`config.mk`:
```
export PLATFORM = sky130hd
export DESIGN_NAME = seven_segment_scanner
export DESIGN_NICKNAME = d
export VERILOG_FILES = /design/src/rtl/seven_segment_scanner.sv
export SDC_FILE = /design/constraint.sdc
export NUM_CORES = 1
export LEC_CHECK = 0
export ABC_AREA = 1
export CAP_MARGIN = 40
export CORE_ASPECT_RATIO = 1.1
export CORE_MARGIN = 2
export CORE_UTILIZATION = 50
export CTS_CLUSTER_SIZE = 14
export DETAILED_ROUTE_END_ITERATION = 8
export PLACE_DENSITY = 0.76
export SYNTH_ARGS = -nofsm -noshare
export SYNTH_HDL_FRONTEND = slang
export SYNTH_SLANG_ARGS = --single-unit
```
`constraint.sdc`:
```
create_clock -name i_clock -period 2.2 [get_ports i_clock]
set_input_delay 0.22 -clock i_clock [delete_from_list [all_inputs] [get_ports i_clock]]
set_output_delay 0.22 -clock i_clock [all_outputs]
set_load 0.1 [all_outputs]
```
`src/rtl/seven_segment_scanner.sv`:
```
// seven_segment_scanner
// Time-multiplexes one hex-to-seven-segment decoder across NUM_DIGITS
// common-anode digits. Each digit slot opens with a short all-off gap so the
// previous digit's segments never flash on the next anode (ghosting).
// The display value is double-buffered and only swapped at frame boundaries,
// so a frame never shows a mix of old and new digits.
//
// state    | meaning
// ---------+-------------------------------------------------------------
// ST_BLANK | slot counter < BLANK_CYCLES, all anodes off, segments/dp off
// ST_SHOW  | slot counter >= BLANK_CYCLES, current digit's anode driven
module seven_segment_scanner #(
  parameter int NUM_DIGITS   = 4,
  parameter int REFRESH_DIV  = 100000,
  parameter int BLANK_CYCLES = 1000
) (
  input  logic                    i_clock,
  input  logic                    i_reset_n,
  input  logic [4*NUM_DIGITS-1:0] i_value,
  input  logic                    i_load,
  input  logic                    i_lz_blank,
  input  logic [NUM_DIGITS-1:0]   i_dp_mask,
  output logic                    o_pending_full,
  output logic                    o_frame_start,
  output logic [NUM_DIGITS-1:0]   o_anode,
  output logic [6:0]              o_segments,
  output logic                    o_dp
);

  localparam int CNT_W = (REFRESH_DIV > 1) ? $clog2(REFRESH_DIV) : 1;
  localparam int IDX_W = (NUM_DIGITS > 1) ? $clog2(NUM_DIGITS) : 1;

  localparam logic [CNT_W-1:0] CNT_LAST       = CNT_W'(REFRESH_DIV - 1);
  localparam logic [CNT_W-1:0] CNT_BLANK_LAST = CNT_W'(BLANK_CYCLES - 1);
  localparam logic [IDX_W-1:0] IDX_LAST       = IDX_W'(NUM_DIGITS - 1);

  typedef enum logic {
    ST_BLANK = 1'b0,
    ST_SHOW  = 1'b1
  } state_t;

  state_t                  r_state;
  state_t                  w_state_next;
  logic [CNT_W-1:0]        r_cnt;
  logic [CNT_W-1:0]        w_cnt_next;
  logic [IDX_W-1:0]        r_idx;
  logic [IDX_W-1:0]        w_idx_next;
  logic                    w_slot_end;
  logic                    w_frame_boundary;

  logic [4*NUM_DIGITS-1:0] r_active;
  logic [4*NUM_DIGITS-1:0] r_pending;

  logic [NUM_DIGITS-1:0]   w_lz_mask;
  logic [3:0]              w_nibble;
  logic [NUM_DIGITS-1:0]   w_anode_next;
  logic [6:0]              w_seg_next;
  logic                    w_dp_next;

  // Active-low {g,f,e,d,c,b,a} hex glyphs.
  function automatic logic [6:0] f_decode(input logic [3:0] nibble);
    logic [6:0] seg;
    case (nibble)
      4'h0:    seg = 7'b1000000;
      4'h1:    seg = 7'b1111001;
      4'h2:    seg = 7'b0100100;
      4'h3:    seg = 7'b0110000;
      4'h4:    seg = 7'b0011001;
      4'h5:    seg = 7'b0010010;
      4'h6:    seg = 7'b0000010;
      4'h7:    seg = 7'b1111000;
      4'h8:    seg = 7'b0000000;
      4'h9:    seg = 7'b0010000;
      4'hA:    seg = 7'b0001000;
      4'hB:    seg = 7'b0000011;
      4'hC:    seg = 7'b1000110;
      4'hD:    seg = 7'b0100001;
      4'hE:    seg = 7'b0000110;
      default: seg = 7'b0001110;
    endcase
    return seg;
  endfunction

  // Slot counter and digit index sequencing.
  always_comb begin
    w_slot_end       = (r_cnt == CNT_LAST);
    w_frame_boundary = w_slot_end && (r_idx == IDX_LAST);
    w_cnt_next       = w_slot_end ? '0 : r_cnt + 1'b1;
    w_idx_next       = r_idx;
    if (w_slot_end) begin
      w_idx_next = (r_idx == IDX_LAST) ? '0 : r_idx + 1'b1;
    end
  end

  // Counter and index registers.
  always_ff @(posedge i_clock or negedge i_reset_n) begin
    if (!i_reset_n) begin
      r_cnt <= '0;
      r_idx <= '0;
    end else begin
      r_cnt <= w_cnt_next;
      r_idx <= w_idx_next;
    end
  end

  // FSM state register.
  always_ff @(posedge i_clock or negedge i_reset_n) begin
    if (!i_reset_n) begin
      r_state <= ST_BLANK;
    end else begin
      r_state <= w_state_next;
    end
  end

  // FSM next-state: blank gap, then show until the slot wraps.
  always_comb begin
    w_state_next = r_state;
    case (r_state)
      ST_BLANK: if (r_cnt == CNT_BLANK_LAST) w_state_next = ST_SHOW;
      ST_SHOW:  if (w_slot_end)              w_state_next = ST_BLANK;
      default:                               w_state_next = ST_BLANK;
    endcase
  end

  // Double buffer: pending collects loads, active swaps only at frame boundary.
  // A load landing exactly on the boundary bypasses pending so it is not
  // delayed by a whole frame.
  always_ff @(posedge i_clock or negedge i_reset_n) begin
    if (!i_reset_n) begin
      r_active       <= '0;
      r_pending      <= '0;
      o_pending_full <= 1'b0;
    end else if (w_frame_boundary) begin
      if (i_load) begin
        r_active       <= i_value;
        o_pending_full <= 1'b0;
      end else if (o_pending_full) begin
        r_active       <= r_pending;
        o_pending_full <= 1'b0;
      end
    end else if (i_load) begin
      r_pending      <= i_value;
      o_pending_full <= 1'b1;
    end
  end

  // Leading-zero mask: digit i is blankable if it and every digit above it are zero.
  always_comb begin : lz_scan
    logic v_upper_zero;
    w_lz_mask    = '0;
    v_upper_zero = 1'b1;
    for (int i = NUM_DIGITS - 1; i >= 1; i--) begin
      v_upper_zero = v_upper_zero && (r_active[4*i +: 4] == 4'h0);
      w_lz_mask[i] = v_upper_zero;
    end
  end

  // Next display outputs, computed from the next state/index so the pins
  // change on the same edge as the scan position.
  always_comb begin
    w_nibble     = r_active[4*w_idx_next +: 4];
    w_anode_next = '1;
    w_seg_next   = 7'h7F;
    w_dp_next    = 1'b1;
    if (w_state_next == ST_SHOW) begin
      for (int i = 0; i < NUM_DIGITS; i++) begin
        if (w_idx_next == IDX_W'(i)) w_anode_next[i] = 1'b0;
      end
      w_seg_next = (i_lz_blank && w_lz_mask[w_idx_next]) ? 7'h7F : f_decode(w_nibble);
      w_dp_next  = ~i_dp_mask[w_idx_next];
    end
  end

  // Registered display pins and frame-start pulse.
  always_ff @(posedge i_clock or negedge i_reset_n) begin
    if (!i_reset_n) begin
      o_anode       <= '1;
      o_segments    <= 7'h7F;
      o_dp          <= 1'b1;
      o_frame_start <= 1'b0;
    end else begin
      o_anode       <= w_anode_next;
      o_segments    <= w_seg_next;
      o_dp          <= w_dp_next;
      o_frame_start <= w_frame_boundary;
    end
  end

endmodule
```
==> flow_summary.json, run 1 <==
{
  "status": "finished, violations left",
  "violations": "setup timing",
  "dieArea_um2": 7620,
  "setup_violations": 2,
  "synth_top_family_by_area": "simple AND/OR/NAND/NOR gates",
  "finalPower_mw": 2.44,
  "p_leak_nw": 2.08,
  "path_max_fanout": 8,
  "yosys.area_share.adder_pct": 2.88,
  "drt-total-wl_um": 7720,
  "grt_overflow_total": 0,
  "post_synth.cell_area_avg_um2": 8.16,
  "powerDensity_nw_per_um2": 547,
  "port_buffers": 37,
  "critPathSlowestCell": "dfrtp_1",
  "insertion_delay_ns": 0.34,
  "finalNetCount": 528,
  "max_stage_delay_ns": 0.40,
  "yosysTopAreaCellShare_pct": 38.9,
  "relSlewSlack_pct": 59.7,
  "crit_chain": "inv_2, nor2_1, nand2_1, nor2_4, nand4_4, nand2_4, nand2_1, nand3_2, nand2_4, buf_4, ha_1, nand3_1, nand3_1, nand2_1, nand2_1",
  "finalClockSkew_ns": 0.00792,
  "synth.distinct_cells": 38,
  "yosysSeqAreaShare_pct": 48.0,
  "ys_ff_latch": 66,
  "endpoint_kind": "flip-flop",
  "numCtsBuffers": 9,
  "drive_gt1_share_pct": 27.5,
  "cp.required_ns": 2.47,
  "grt-busiest-layer": "met2",
  "arrival_ns": 2.50,
  "placed_cell_area_um2": 4030,
  "cts_tree": "yes",
  "vias": 3027,
  "clock_sinks": 66,
  "met2_usage_pct": 32.5,
  "grtUsageTotal_pct": 20.4,
  "synth.area.top_cells": "dfrtp_1, nand2_1, dfstp_2, o21ai_0, nand3_1",
  "first_iter_violations": 192,
  "min_period_over_period_pct": 101,
  "fin_area_um2": 4450,
  "postRouteAntennaNets": 0,
  "root_buffer": "clkbuf_8",
  "syn_area_um2": 3470,
  "max_freq_ghz": 0.449,
  "wl_per_cell_um": 13.2,
  "start_util_pct": 52.0,
  "area_delta_synth_final_pct": 28.3,
  "h-tree-depth": 3,
  "yosys.area.top_type": "dfrtp_1",
  "num_antenna_cells": 0,
  "hpwl_um": 5150,
  "drv_slew": 0,
  "place_congestion": 0.960,
  "yosys_warnings": 0,
  "synthMuxAreaShare_pct": 0,
  "ios": 38,
  "grt_pass1_vias": 2737,
  "syn_nets": 457,
  "grt_pass1_wl_um": 12600,
  "utilization_pct": 66.7,
  "rsz0062_at_grt": "yes",
  "vias_per_cell": 5.19,
  "cts.clk_slew.worst_paths_ns": 0.08,
  "drv_cap": 0,
  "critPathLaunchType": "flip-flop",
  "ir_drop_mv": 0.404,
  "grt_start_max_net_pins": 42,
  "cts_buffer_depth": 2,
  "dieWidth_um": 83.4,
  "syn_inst": 425,
  "synth-simple-area-share_pct": 29.8,
  "finalWorstSetupSlack_ns": -0.0258,
  "remaining_drc_errors": 0,
  "grt_util_met1_pct": 28.0,
  "use_met3_pct": 4.09,
  "first_pass_iters": 4,
  "synth_compound_area_share_pct": 10.4,
  "worst_path_most_repeated_cell": "nand2_1",
  "die_y_um": 91.4,
  "finalSetupTns_ns": -0.0300,
  "core_um2": 6670,
  "antenna_found_initial": 0,
  "synth_xor_xnor_area_share_pct": 1.01,
  "finalCriticalPeriod_ns": 2.23,
  "placementRows": 31,
  "path_class": "reg -> reg",
  "worst_slew_pin_slew_ns": 0.605,
  "hold_violations": 0,
  "worstHoldPathType": "in -> async"
}
[path summary, 6_finish.rpt]
kind | from | endpoint | slack [ns] | depth (start not counted)
worst max-delay path | r_cnt[7]$_DFF_PN0_ | o_segments[0]$_DFF_PN1_ | -0.03 | 15
worst min-delay path | i_reset_n | r_cnt[9]$_DFF_PN0_ | 0.41 | 2
worst max register to register | r_cnt[7]$_DFF_PN0_ | o_segments[0]$_DFF_PN1_ | -0.03 | 15
worst min register to register | r_pending[15]$_DFFE_PN0P_ | r_pending[15]$_DFFE_PN0P_ | 0.48 | 2
max in group asynchronous | i_reset_n | r_active[12]$_DFFE_PN0P_ | 1.16 | 3
min in group i_clock | i_value[15] | r_pending[15]$_DFFE_PN0P_ | 0.46 | 3
[metrics by stage]
| stage | setup WS, ns | instances | hold slack, ns |
|---|---|---|---|
| floorplan | 0.0521 | 425 | -0.0756 |
| global placement | 0.0648 | 556 | 0.250 |
| detailed placement | -0.0347 | 556 | 0.265 |
| CTS | 0.0129 | 573 | 0.430 |
| global route | -0.189 | 583 | 0.453 |
| finish | -0.0258 | 583 | 0.414 |
[routing by layer]
| layer | routed length, µm | vias up |
|---|---|---|
| met5 | 0 | - |
| met4 | 140 | 0 |
| met3 | 417 | 20 |
| met2 | 3700 | 104 |
| met1 | 3460 | 1400 |
| li1 | - | 1503 |
[cell families after synthesis]
group                    after synthesis
AO/OA/AOI/OAI                         67
XOR/XNOR                               4
adder cells (fa/ha/maj)                8
buffers and inverters                 64
flip-flops                            66
AND/OR/NAND/NOR                      216
[Yosys cell counts (all sizes together)]
| master | count |
|---|---|
| nor3b | 1 |
| clkbuf | 7 |
| buf | 7 |
| nor4 | 1 |
| nand4 | 3 |
| or4 | 1 |
| a211oi | 1 |
| a31oi | 1 |
| ha | 8 |
| a21boi | 1 |
| nand2 | 131 |
| or2 | 1 |
| a22oi | 2 |
| o21ai | 54 |
| dfrtp | 54 |
| nor2 | 29 |
| a21oi | 7 |
| inv | 50 |
| nand3b | 2 |
| xor2 | 4 |
| dfstp | 12 |
| o221a | 1 |
| nor3 | 7 |
| nand3 | 40 |
[cell type report]
class                   instances  area [µm²]
repair buffers                 73         616
inverters                      50         193
flip-flops and latches         66        1670
clock inverters                 4        50.0
multi-input cells             296        1670
fillers                       557        2220
well taps                      82         103
clock buffers                  12         155
[layout by cell type (no fill, tap or decap), types with 6 or more instances in the layout]
cell / instances
nand2_1: 111
dfrtp_1: 54
o21ai_0: 51
buf_4: 48
inv_1: 41
nand3_1: 26
nor2_1: 23
clkdlybuf4s50_1: 22
nand2_2: 14
dfstp_2: 12
nand3_2: 11
clkbuf_8: 11
inv_2: 7
a21oi_1: 7
nor3_1: 6
nand2_4: 6
[timing repair]
item / 4_1_cts / 5_1_grt
hold buffers: 1 / 0
pin swaps: 0 / 22
resized for setup: 3 / 29
endpoints found under the hold margin: 13 / 0
cloned: 0 / 1
buffers inserted: 0 / 9
endpoints found under the setup margin: 6 / 7
[critical path, delay by kind of cell (launching register included)]
kind,cells,cell delay (ns)
and+or+nand+nor,12,1.32
DFF,1,0.40
adders and majority gates,1,0.22
buffers and inverters,2,0.20
[power by group]
group	total (mW)	switching (mW)	internal (mW)	leakage, nW
clock network	1.05	0.467	0.584	0.0986
registers	1.25	0.0117	1.24	0.833
logic	0.133	0.0705	0.0627	1.15
[state kept, by name, summed over array words and instances, names as in the netlist]
name            count
r_cnt              17
o_segments          7
r_idx               2
o_anode             4
r_state             1
o_dp                1
o_frame_start       1
o_pending_full      1
r_pending          16
r_active           16
(Power assumes the default switching activity.)
==> run 2, diff against run 1 <==
Settings changed: CORE_ASPECT_RATIO 1.1 to not set, HOLD_SLACK_MARGIN set to 0.06.
==> flow_summary.json, run 2 (same netlist as run 1, synthesis figures left out) <==
{
  "status": "finished, violations left",
  "violations": "setup timing",
  "utilization_pct": 66.3,
  "drv_cap": 0,
  "vias": 3022,
  "critPathLaunchType": "flip-flop",
  "relSlewSlack_pct": 73.9,
  "min_period_over_period_pct": 101,
  "grtUsageTotal_pct": 19.8,
  "dieArea_um2": 7620,
  "clock_sinks": 66,
  "top_regs": "r_cnt x17, r_active x16, r_pending x16",
  "dieWidth_um": 87.3,
  "cp.required_ns": 2.45,
  "n_fill_cell": 543,
  "cts_tree": "yes",
  "num_antenna_cells": 0,
  "arrival_ns": 2.47,
  "final_common_cell": "nand2_1",
  "cts.clk_slew.worst_paths_ns": 0.07,
  "largest_reg_flops": 17,
  "grt_start_max_net_pins": 67,
  "layout_common_cells": "nand2_1, dfrtp_1, o21ai_0",
  "drt-total-wl_um": 7700,
  "finalNetCount": 522,
  "port_buffers": 37,
  "comb_power_share_pct": 5.1,
  "finalCriticalPeriod_ns": 2.22,
  "reg2reg_from": "r_cnt[0]$_DFF_PN0_",
  "endpoint_kind": "flip-flop",
  "grt_pass1_vias": 2559,
  "first_iter_violations": 262,
  "area_delta_synth_final_pct": 29.0,
  "worst_slew_pin_slew_ns": 0.392,
  "first_pass_iters": 5,
  "max_freq_ghz": 0.451,
  "ir_drop_mv": 0.442,
  "finalWorstSetupSlack_ns": -0.0171,
  "placementRows": 30,
  "rsz0062_at_grt": "yes",
  "grt_pass1_wl_um": 11900,
  "core_um2": 6760,
  "crit_start": "r_cnt[0]$_DFF_PN0_",
  "die_y_um": 87.3,
  "postRouteAntennaNets": 0,
  "worstHoldPathType": "in -> async",
  "cts_buffer_depth": 2,
  "intPower_mw": 2.05,
  "path_max_fanout": 4,
  "insertion_delay_ns": 0.34,
  "place_congestion": 0.912,
  "h-tree-depth": 3,
  "antenna_found_initial": 0,
  "root_buffer": "clkbuf_8",
  "finalClockSkew_ns": 0.00673,
  "stdcell_count": 574,
  "p_clk_share_pct": 46.4,
  "ios": 38,
  "switching_share_pct": 20.7,
  "vias_per_cell": 5.26,
  "grt_overflow_total": 0,
  "drive_gt1_share_pct": 26.9,
  "wl_per_cell_um": 13.4,
  "p_leak_nw": 2.08,
  "hpwl_um": 4950,
  "hold_violations": 0,
  "numCtsBuffers": 9,
  "path_class": "reg -> reg",
  "remaining_drc_errors": 0,
  "powerDensity_nw_per_um2": 577,
  "dpl_worst_slack_ns": -0.0443,
  "start_util_pct": 51.4,
  "setup_violations": 4,
  "placed_cells": 546,
  "largest_register": "r_cnt",
  "drv_slew": 0,
  "power.switching_mw": 0.533,
  "p_seq_share_pct": 48.4
}
-- run 2: power groups by stage --
stage               sequential [mW]  clock (mW)  combinational (mW)
floorplan                      1.27           0              0.0530
global placement               1.27           0               0.132
detailed placement             1.27           0               0.134
CTS                            1.25        1.23               0.136
global route                   1.25        1.27               0.154
finish                         1.25        1.20               0.133
-- run 2: cell type report --
type	instances	area [µm²]	share of cell area, %
inverters	50	193	4.30
flip-flops and latches	66	1670	37.2
repair buffers	67	578	12.9
clock inverters	5	104	2.32
clock buffers	10	128	2.85
multi-input cells	296	1710	38.1
well taps	80	100	2.24
-- run 2: through the flow --
step	cell area, µm²	hold slack (ns)	power [mW]	setup TNS, ns
final	4480	0.422	2.58	-0.0383
after global routing	4480	0.468	2.68	-0.803
after CTS	4210	0.437	2.61	0
after detailed placement	3970	0.260	1.41	-0.0960
after global placement	3970	0.261	1.40	0
after floorplan	3470	-0.0756	1.32	0
-- run 2: worst paths after layout --
| path | to | slack (ns) | cells after the start |
|---|---|---|---|
| max in group asynchronous | o_segments[0]$_DFF_PN1_ | 1.47 | 3 |
| min in group i_clock | r_pending[15]$_DFFE_PN0P_ | 0.46 | 3 |
| max reg2reg | o_segments[6]$_DFF_PN1_ | -0.02 | 15 |
| min reg2reg | r_pending[15]$_DFFE_PN0P_ | 0.48 | 2 |
| max | o_segments[6]$_DFF_PN1_ | -0.02 | 15 |
| min | r_cnt[11]$_DFF_PN0_ | 0.42 | 3 |
-- run 2: worst max-delay path: stages, from the launching register on --
cell and delay, ns:
dfrtp_1 0.41, ha_4 0.17, nand3_4 0.11, nor2_4 0.21
nand3_4 0.16, nand2_2 0.14, nand2_4 0.08, inv_2 0.09
nand3_2 0.11, nand2_4 0.13, inv_2 0.07, ha_2 0.20
nand3_2 0.09, nand2_1 0.05, nand2_1 0.05, nand3_1 0.07
-- run 2: layer usage --
| metal | share of wire (%) | vias to the layer above | GRT usage [%] |
|---|---|---|---|
| li1 | - | 1497 | - |
| met1 | 47 | 1394 | 29.7 |
| met2 | 46 | 112 | 29.1 |
| met3 | 5.4 | 19 | 3.13 |
| met4 | 2.2 | 0 | 6.85 |
| met5 | 0 | - | 0 |
-- run 2: timing repair --
action,CTS,global route
cloned,0,1
setup buffers,0,11
hold endpoints to repair,54,0
setup endpoints to repair,5,7
pin swaps,1,14
hold buffers,1,0
resized for setup,2,38
==> run 3, diff against run 2 <==
Settings changed: CORE_MARGIN 2 to 4, MAX_ROUTING_LAYER set to met4.
==> flow_summary.json, run 3 (same netlist as run 1, synthesis figures left out) <==
{
  "drive_gt1_share_pct": 27.4,
  "worst_slew_pin_slew_ns": 0.655,
  "fin_area_um2": 4450,
  "hold_violations": 0,
  "rr_worst_depth": 15,
  "dieArea_um2": 8340,
  "placed_cells": 549,
  "crit_family": "simple AND/OR/NAND/NOR gates",
  "cts_buffer_depth": 2,
  "num_antenna_cells": 0,
  "drt-total-wl_um": 7760,
  "relSlewSlack_pct": 56.3,
  "path_class": "reg -> reg",
  "grt_start_max_net_pins": 39,
  "antenna_found_initial": 0,
  "crit_buf_inv": 2,
  "place_congestion": 0.936,
  "hpwl_um": 5240,
  "top_regs": "r_cnt x17, r_active x16, r_pending x16",
  "n_fill_cell": 555,
  "layout_common_cells": "nand2_1, dfrtp_1, o21ai_0",
  "cts_tree": "yes",
  "placed_cell_area_um2": 3990,
  "status": "complete, no violations",
  "drv_cap": 0,
  "port_buffers": 37,
  "remaining_drc_errors": 0,
  "finalNetCount": 524,
  "finalPower_mw": 2.40,
  "cts.clk_slew.worst_paths_ns": 0.08,
  "worstHoldPathType": "in -> async",
  "cp.required_ns": 2.46,
  "reg2reg_from": "r_cnt[1]$_DFF_PN0_",
  "vias_per_cell": 5.27,
  "largest_reg_flops": 17,
  "grt_pass1_wl_um": 12600,
  "largest_register": "r_cnt",
  "drv_slew": 0,
  "numCtsBuffers": 9,
  "area_delta_synth_final_pct": 28.3,
  "stdcell_count": 576,
  "grt_pass1_vias": 2770,
  "insertion_delay_ns": 0.34,
  "max_freq_ghz": 0.461,
  "rsz0062_at_grt": "yes",
  "die_y_um": 91.3,
  "vias": 3038,
  "crit_chain": "ha_2, nand3_4, nor2_4, nand3_4, nand2_2, nand2_2, inv_2, nand3_2, nand2_4, inv_4, ha_2, nand3_2, nand2_1, nand2_1, nand3_1",
  "ios": 38,
  "ir_drop_mv": 0.418,
  "grt_overflow_total": 0,
  "finalCriticalPeriod_ns": 2.17,
  "critPathSlowestCell": "dfrtp_1",
  "h-tree-depth": 3,
  "postRouteAntennaNets": 0,
  "start_util_pct": 51.4,
  "path_max_fanout": 6,
  "dieWidth_um": 91.3,
  "first_pass_iters": 7,
  "final_common_cell": "nand2_1",
  "grtUsageTotal_pct": 19.1,
  "wl_per_cell_um": 13.5,
  "clock_sinks": 66,
  "core_um2": 6760,
  "powerDensity_nw_per_um2": 539,
  "crit_start": "r_cnt[1]$_DFF_PN0_",
  "worstReg2RegEnd": "o_segments[3]$_DFF_PN1_",
  "finalClockSkew_ns": 0.0172,
  "first_iter_violations": 198,
  "setup_violations": 0,
  "min_period_over_period_pct": 98.5,
  "arrival_ns": 2.43,
  "p_leak_nw": 2.07,
  "endpoint_kind": "flip-flop",
  "max_stage_delay_ns": 0.36,
  "finalSetupTns_ns": 0,
  "critPathLaunchType": "flip-flop",
  "placementRows": 30,
  "root_buffer": "clkbuf_8",
  "reg2reg_slack_ns": 0.03
}
-- run 3: cell types whose count changed in the layout (fill, tap and decap cells not counted), moves of 2 or more --
cell,delta
nor2_2,-2
bufinv_16,-2
nand2_8,-2
clkinvlp_4,+2
buf_6,+2
-- run 3: stage by stage --
stage	setup WS, ns	utilization (%)	hold slack (ns)
6_report	0.0327	65.9	0.439
5_1_grt	-0.128	65.9	0.476
4_1_cts	0.00850	62.1	0.450
3_5_place_dp	-0.0544	59.0	0.285
3_3_place_gp	0.0605	59.0	0.277
2_1_floorplan	0.0521	-	-0.0756
-- run 3: layout make-up --
class	count	area, µm²	share of cell area, %
Clock buffer	10	138	3.09
Clock inverter	5	55.1	1.24
Inverter	50	195	4.39
Multi-Input combinational cell	295	1690	37.9
Sequential cell	66	1670	37.4
Tap cell	80	100	2.25
Timing Repair Buffer	70	608	13.7
-- run 3: worst max-delay path by stage --
| stage | end | slack [ns] | cells after the start |
|---|---|---|---|
| floorplan | o_segments[6]$_DFF_PN1_ | 0.05 | 16 |
| global placement | o_segments[6]$_DFF_PN1_ | 0.06 | 14 |
| detailed placement | o_segments[6]$_DFF_PN1_ | -0.05 | 14 |
| CTS | o_segments[3]$_DFF_PN1_ | 0.009 | 16 |
| global route | o_segments[3]$_DFF_PN1_ | -0.13 | 15 |
| finish | o_segments[3]$_DFF_PN1_ | 0.03 | 15 |
-- run 3: routing by layer --
layer	wire (µm)	vias up	GRT usage [%]	part of all wire, %
li1	-	1500	-	-
met1	3420	1402	24.7	44
met2	3720	124	29.7	48
met3	513	12	4.81	6.6
met4	114	0	5.78	1.5
met5	0	-	-	0
-- run 3: report_power, final --
part           switching (mW)  internal (mW)
Sequential             0.0121           1.24
Clock                   0.466          0.544
Combinational          0.0712         0.0633
Total                   0.550           1.85
-- run 3: worst register-to-register path: cells and delay by family, from the launching register on --
family / cells / cell delay, ns
adder cells (fa/ha/maj): 2 / 0.41
AND/OR/NAND/NOR: 11 / 1.14
buffers and inverters: 2 / 0.19
flip-flops: 1 / 0.36
-- run 3: timing repair --
item,CTS,global route
setup endpoints to repair,3,7
hold buffers,1,0
gates resized for setup,2,40
pin swaps,1,13
setup buffers,0,11
cloned,0,0
hold endpoints to repair,16,0
